`src/rtl/muldiv_seq_pkg.sv`:
```
// Shared encodings for the RV32M multiply/divide sequencer.
// Holds funct3/funct7 constants, FSM states and the datapath step mode.
// No logic: used by muldiv_seq and muldiv_step.
package muldiv_seq_pkg;

    localparam logic [6:0] MULDIV_FUNCT7 = 7'b0000001;

    localparam logic [2:0] MUL_FUNCT3    = 3'b000;
    localparam logic [2:0] MULH_FUNCT3   = 3'b001;
    localparam logic [2:0] MULHSU_FUNCT3 = 3'b010;
    localparam logic [2:0] MULHU_FUNCT3  = 3'b011;
    localparam logic [2:0] DIV_FUNCT3    = 3'b100;
    localparam logic [2:0] DIVU_FUNCT3   = 3'b101;
    localparam logic [2:0] REM_FUNCT3    = 3'b110;
    localparam logic [2:0] REMU_FUNCT3   = 3'b111;

    typedef enum logic [1:0] {
        ST_IDLE = 2'd0,
        ST_CALC = 2'd1,
        ST_FIX  = 2'd2,
        ST_DONE = 2'd3
    } state_t;

    typedef enum logic {
        MODE_MUL = 1'b0,
        MODE_DIV = 1'b1
    } step_mode_t;

    function automatic logic is_div_op(input logic [2:0] f3);
        return f3[2];
    endfunction

    // rs1 is treated as signed by MULH, MULHSU, DIV and REM
    function automatic logic signed_a(input logic [2:0] f3);
        return (f3 == MULH_FUNCT3) || (f3 == MULHSU_FUNCT3) ||
               (f3 == DIV_FUNCT3)  || (f3 == REM_FUNCT3);
    endfunction

    function automatic logic signed_b(input logic [2:0] f3);
        return (f3 == MULH_FUNCT3) || (f3 == DIV_FUNCT3) || (f3 == REM_FUNCT3);
    endfunction

endpackage

```
`src/rtl/muldiv_step.sv`:
```
// One iteration of the shared multiply/divide datapath (shift-add or restoring divide).
// Latency: purely combinational.
// Backpressure: none; the sequencer decides when the result is registered.
module muldiv_step
    import muldiv_seq_pkg::*;
#(
    parameter int XLEN = 32
) (
    input  step_mode_t        mode,
    input  logic [2*XLEN-1:0] acc,
    input  logic [XLEN-1:0]   operand,
    output logic [2*XLEN-1:0] acc_next
);

    logic [XLEN:0] add_sum;
    logic [XLEN:0] sub_diff;

    always_comb begin
        // multiply: {hi, multiplier}; add multiplicand on LSB, then shift right with carry
        add_sum  = {1'b0, acc[2*XLEN-1:XLEN]} + (acc[0] ? {1'b0, operand} : {(XLEN+1){1'b0}});
        // divide: {rem, quot}; trial-subtract from the remainder shifted left by one
        sub_diff = acc[2*XLEN-1:XLEN-1] - {1'b0, operand};
        acc_next = '0;
        if (mode == MODE_MUL) begin
            acc_next = {add_sum, acc[XLEN-1:1]};
        end else if (!sub_diff[XLEN]) begin
            acc_next = {sub_diff[XLEN-1:0], acc[XLEN-2:0], 1'b1};
        end else begin
            acc_next = {acc[2*XLEN-2:0], 1'b0};
        end
    end

endmodule

```
`src/rtl/muldiv_seq.sv`:
```
// RV32M multi-cycle multiply/divide sequencer; MULDIV_FAST_MUL_EN selects a single-cycle multiplier.
// Latency: XLEN+2 cycles (3 for multiply with MULDIV_FAST_MUL_EN), 1 cycle for divide-by-zero/overflow.
// Backpressure: valid_i is only sampled in IDLE; busy_o stalls EX until the done_o cycle.
module muldiv_seq
    import muldiv_seq_pkg::*;
#(
    parameter int XLEN  = 32,
    parameter int CNT_W = 6
) (
    input  logic            clk,
    input  logic            rst,
    input  logic            valid_i,
    input  logic [2:0]      funct3_i,
    input  logic [XLEN-1:0] op_a_i,
    input  logic [XLEN-1:0] op_b_i,
    input  logic            kill_i,
    output logic            busy_o,
    output logic            done_o,
    output logic [XLEN-1:0] result_o
);

    localparam logic [XLEN-1:0]  INT_MIN  = {1'b1, {(XLEN-1){1'b0}}};
    localparam logic [CNT_W-1:0] CNT_LAST = CNT_W'(XLEN-1);

    state_t            state;
    state_t            state_nxt;
    logic [CNT_W-1:0]  cnt;
    logic [2:0]        op_f3;
    logic              neg_a;
    logic              neg_b;
    logic [2*XLEN-1:0] acc;
    logic [XLEN-1:0]   opnd;

    logic              accept;
    logic              req_div;
    logic              req_neg_a;
    logic              req_neg_b;
    logic              div_by_zero;
    logic              div_ovf;
    logic              req_special;
    logic [XLEN-1:0]   mag_a;
    logic [XLEN-1:0]   mag_b;
    logic [XLEN-1:0]   special_res;

    step_mode_t        step_mode;
    logic [2*XLEN-1:0] acc_step;
    logic [2*XLEN-1:0] acc_calc;
    logic              calc_last;

    logic [2*XLEN-1:0] prod_fix;
    logic [XLEN-1:0]   quot_fix;
    logic [XLEN-1:0]   rem_fix;
    logic [XLEN-1:0]   fix_res;

    always_comb begin
        accept      = (state == ST_IDLE) && valid_i && !kill_i;
        req_div     = is_div_op(funct3_i);
        req_neg_a   = signed_a(funct3_i) && op_a_i[XLEN-1];
        req_neg_b   = signed_b(funct3_i) && op_b_i[XLEN-1];
        mag_a       = req_neg_a ? -op_a_i : op_a_i;
        mag_b       = req_neg_b ? -op_b_i : op_b_i;
        div_by_zero = req_div && (op_b_i == '0);
        div_ovf     = req_div && signed_b(funct3_i) && (op_a_i == INT_MIN) && (op_b_i == '1);
        req_special = div_by_zero || div_ovf;
        // funct3[1] separates REM/REMU from DIV/DIVU
        if (div_by_zero) begin
            special_res = funct3_i[1] ? op_a_i : '1;
        end else begin
            special_res = funct3_i[1] ? '0 : INT_MIN;
        end
    end

    assign step_mode = is_div_op(op_f3) ? MODE_DIV : MODE_MUL;

    muldiv_step #(
        .XLEN(XLEN)
    ) u_step (
        .mode    (step_mode),
        .acc     (acc),
        .operand (opnd),
        .acc_next(acc_step)
    );

`ifdef MULDIV_FAST_MUL_EN
    // magnitudes are multiplied; FIX applies the sign exactly as for the iterative path
    logic [2*XLEN-1:0] fast_prod;
    assign fast_prod = {{XLEN{1'b0}}, acc[XLEN-1:0]} * {{XLEN{1'b0}}, opnd};
    assign acc_calc  = is_div_op(op_f3) ? acc_step : fast_prod;
    assign calc_last = !is_div_op(op_f3) || (cnt == CNT_LAST);
`else
    assign acc_calc  = acc_step;
    assign calc_last = (cnt == CNT_LAST);
`endif

    always_comb begin
        prod_fix = (neg_a ^ neg_b) ? -acc : acc;
        quot_fix = (neg_a ^ neg_b) ? -acc[XLEN-1:0] : acc[XLEN-1:0];
        rem_fix  = neg_a ? -acc[2*XLEN-1:XLEN] : acc[2*XLEN-1:XLEN];
        case (op_f3)
            MUL_FUNCT3:                               fix_res = prod_fix[XLEN-1:0];
            MULH_FUNCT3, MULHSU_FUNCT3, MULHU_FUNCT3: fix_res = prod_fix[2*XLEN-1:XLEN];
            DIV_FUNCT3, DIVU_FUNCT3:                  fix_res = quot_fix;
            default:                                  fix_res = rem_fix;
        endcase
    end

    always_ff @(posedge clk) begin
        if (rst) begin
            state <= ST_IDLE;
        end else begin
            state <= state_nxt;
        end
    end

    always_comb begin
        state_nxt = state;
        busy_o    = 1'b0;
        done_o    = 1'b0;
        case (state)
            ST_IDLE: begin
                if (accept) begin
                    state_nxt = req_special ? ST_DONE : ST_CALC;
                end
            end
            ST_CALC: begin
                busy_o = 1'b1;
                if (kill_i) begin
                    state_nxt = ST_IDLE;
                end else if (calc_last) begin
                    state_nxt = ST_FIX;
                end
            end
            ST_FIX: begin
                busy_o    = 1'b1;
                state_nxt = kill_i ? ST_IDLE : ST_DONE;
            end
            ST_DONE: begin
                // a kill here is left to the consumer; the pulse still goes out
                busy_o    = 1'b1;
                done_o    = 1'b1;
                state_nxt = ST_IDLE;
            end
            default: state_nxt = ST_IDLE;
        endcase
    end

    always_ff @(posedge clk) begin
        if (rst) begin
            cnt      <= '0;
            op_f3    <= '0;
            neg_a    <= 1'b0;
            neg_b    <= 1'b0;
            acc      <= '0;
            opnd     <= '0;
            result_o <= '0;
        end else begin
            case (state)
                ST_IDLE: begin
                    if (accept) begin
                        op_f3 <= funct3_i;
                        neg_a <= req_neg_a;
                        neg_b <= req_neg_b;
                        cnt   <= '0;
                        if (req_div) begin
                            acc  <= {{XLEN{1'b0}}, mag_a};
                            opnd <= mag_b;
                        end else begin
                            acc  <= {{XLEN{1'b0}}, mag_b};
                            opnd <= mag_a;
                        end
                        if (req_special) begin
                            result_o <= special_res;
                        end
                    end
                end
                ST_CALC: begin
                    if (!kill_i) begin
                        acc <= acc_calc;
                        cnt <= cnt + CNT_W'(1);
                    end
                end
                ST_FIX: begin
                    if (!kill_i) begin
                        result_o <= fix_res;
                    end
                end
                default: ;
            endcase
        end
    end

endmodule

```
`config.mk`:
```
export PLATFORM = sky130hd
export DESIGN_NAME = muldiv_seq
export DESIGN_NICKNAME = d
export VERILOG_FILES = /design/src/rtl/muldiv_seq_pkg.sv /design/src/rtl/muldiv_step.sv /design/src/rtl/muldiv_seq.sv
export SDC_FILE = /design/constraint.sdc
export NUM_CORES = 1
export LEC_CHECK = 0
export ABC_CLOCK_PERIOD_IN_PS = 3150
export CORE_ASPECT_RATIO = 0.75
export CORE_MARGIN = 2
export CORE_UTILIZATION = 55
export CTS_CLUSTER_SIZE = 20
export DETAILED_ROUTE_END_ITERATION = 8
export HOLD_SLACK_MARGIN = 0.15
export PLACE_DENSITY = 0.78
export SLEW_MARGIN = 20
export SYNTH_ARGS = -nofsm -noshare
export SYNTH_HDL_FRONTEND = slang
export SYNTH_SLANG_ARGS = --single-unit
```
`constraint.sdc`:
```
create_clock -name clk -period 3.15 [get_ports clk]
set_input_delay 0.4725 -clock clk [delete_from_list [all_inputs] [get_ports clk]]
set_output_delay 0.4725 -clock clk [all_outputs]
set_load 0.05 [all_outputs]
```
==> results.toml <==
[logic_synthesis]
synth_top_area_share_pct = 19.2
synthTopCellsByCount = "nor2_1, a21oi_1, nand2_1"
synth_edf_count = 0
syn_nets = 2215
ys_async_sr_fraction_pct = 0
synth_area_leader_cell = "dfxtp_1"
synth_top_cells_by_area = "dfxtp_1, a21oi_1, nor2_1"
synth_cell_types = 84
synth.most_common_cell = "nor2_1"
yosys_most_used_dff = "dfxtp_1"
ys_warn_count = 0
synth_cells = 2072
yosys_register_bits = 141
yosysSeqAreaShare_pct = 19.2
synth.avg_cell_area_um2 = 7.10
netlist_area_mm2 = 0.0147

[timing]
tightest_slew_ns = 0.921
finalCriticalPeriod_ns = 3.18
setup_ws_ns = -0.0256
fmax_mhz = 315
rsz0062_at_grt = "true"
hold_viol_final = 0
fin_crit_sh_pct = 101
skew_ns = 0.0113
slew_violations = 0
finalSetupViolations = 2
relSlewSlack_pct = 38.1

[detailed_routing]
dr.pass1.iters = 7
drt_iter0_drc = 3203
wirelength_mm = 68.5
topRoutingLayerUsed = "met4"
wl_met2_mm = 26.7
wl_met1_mm = 27.3
wl_per_cell_um = 24.9
drc = 0
drtAntennaViolNets = 0
route.met3.wl_mm = 11.4
vias = 18900
viasPerCell = 6.86

[status]
violations = "negative setup slack"
status = "complete, but fails checks"

[power_and_ir_drop]
p_leak_nw = 7.99
total_power_mw = 6.73
powerDensity_mw_per_mm2 = 339
vdd_ir_drop_max_uv = 455

[clocking]
cts-root-buf = "clkbuf_16"
cts-hold-fix-buffers = 0
cts_tree = "built"
clockBufferDepth = 2
cts_sinks = 141
clk_latency_ns = 0.45
htreeDepth = 4
clk_pin_slew_ns = 0.07
numCtsBuffers = 17

[global_route]
gr-total-overflow = 0
antenna_found_initial = 3
grt_pass1_vias = 16900
gr-usage-all-layers_pct = 46.7
grt_max_degree = 81
grt_pass1_wl_mm = 100

[place]
place_inst = 2693
dp_hpwl_mm = 51.9
gp_congestion = 1.07
io_buffers = 104

[floorplan]
core_region_area_mm2 = 0.0261
die-area_mm2 = 0.0281
initial_utilization_pct = 56.4
die_h_um = 146
boundaryPins = 105
die_w_um = 193
core.rowCount = 51

[critical_path]
worstSetupPathType = "flop to flop"
crit_fanout = 6
critPathArrivalTime_ns = 3.49
start_kind = "flop"
end_kind = "flop"
required_ns = 3.47

[run]
drv_cap = 0

[final_layout]
syn2layout_area_growth_pct = 35.0
drive_gt1_share_pct = 22.5
fillers = 1977
final_util_pct = 76.1
finalNetCount = 2536
final_cells = 2751

[min_path]
min_path_type = "flop to flop"
## worst max-delay path: stages, from the launching register on
cell	delay, ns
dfxtp_4	0.37
inv_4	0.07
buf_6	0.09
ha_4	0.12
or3b_4	0.37
or4_4	0.42
buf_6	0.15
nor4_4	0.34
and2_4	0.30
buf_12	0.13
a31oi_2	0.10
xnor2_2	0.23
o22ai_1	0.14
o22ai_1	0.15
nor2_1	0.05
## layer usage
| layer | vias up | GRT usage (%) |
|---|---|---|
| met3 | 248 | 18.1 |
| met2 | 1489 | 61.6 |
| met1 | 8869 | 66.7 |
| li1 | 8267 | - |
| met5 | - | 0 |
| met4 | 0 | 18.9 |
## where the power goes
group / switching, mW / total [mW] / leakage (nW) / internal, mW
Clock: 0.960 / 2.09 / 0.269 / 1.13
Combinational: 1.59 / 2.71 / 6.57 / 1.12
Sequential: 0.0812 / 1.94 / 1.15 / 1.86
Total: 2.63 / 6.73 / 7.99 / 4.11
## through the flow
stage | hold slack [ns] | worst slack (ns) | cell area [um^2] | TNS (ns)
floorplan | 0.432 | 0.0109 | 14700 | 0
global placement | 0.443 | -0.339 | 18100 | -15.63
detailed placement | 0.446 | -0.462 | 18100 | -20.04
CTS | 0.458 | 0.00891 | 19000 | 0
global route | 0.484 | -0.108 | 19800 | -0.958
finish | 0.458 | -0.0256 | 19900 | -0.0313
## final timing paths
path,start,end,slack [ns],cells past startpoint
worst max-delay path,acc[0],result_o[22],-0.03,14
worst min-delay path,opnd[22],opnd[22],0.46,2
worst max register to register,acc[0],result_o[22],-0.03,14
worst min register to register,opnd[22],opnd[22],0.46,2
## state kept, by name (all words and copies together), names as in the netlist
signal and flops:
acc 64, result_o 32, neg_b 1, state 2
cnt 6, opnd 32, op_f3 3, neg_a 1
## what timing repair did
| action | CTS | global route |
|---|---|---|
| endpoints found under the setup margin | 31 | 73 |
| resized for setup | 46 | 140 |
| gates cloned | 0 | 3 |
| pin swaps | 27 | 70 |
| buffers inserted | 11 | 17 |
## cell families after synthesis
| kind of cell | count (synthesis) | synth area share [%] |
|---|---|---|
| mux | 80 | 5.56 |
| flops | 141 | 19.2 |
| buf+inv | 221 | 5.80 |
| fa+ha+maj | 72 | 6.23 |
| compound gates | 687 | 30.1 |
| xor+xnor | 181 | 10.8 |
| simple gates | 690 | 22.3 |
## placed cells by master, fill, tap and decap left out, types with 24 or more instances in the layout
| master | instances |
|---|---|
| a21oi_1 | 179 |
| buf_4 | 328 |
| nand3_1 | 42 |
| nand2_1 | 158 |
| o21ai_0 | 118 |
| ha_1 | 58 |
| mux2i_1 | 66 |
| clkdlybuf4s50_1 | 102 |
| a22oi_1 | 24 |
| nor3_1 | 55 |
| o211ai_1 | 27 |
| nor2_1 | 242 |
| o22ai_1 | 34 |
| a21o_1 | 31 |
| dfxtp_1 | 137 |
| xor2_1 | 79 |
| xnor2_1 | 91 |
| a211oi_1 | 43 |
| inv_1 | 68 |
| nand4_1 | 28 |
## cell type report
class	count	area (um^2)	share of cell area, %
multi-input combinational	1710	11900	60.0
antenna	1	2.50	0.0126
sequential	141	2830	14.3
tap	344	430	2.17
clock buffer	19	443	2.23
timing repair buffer	453	3830	19.3
inverter	70	265	1.34
clock inverter	13	133	0.668
No activity file was read; power rests on OpenSTA's default activity.
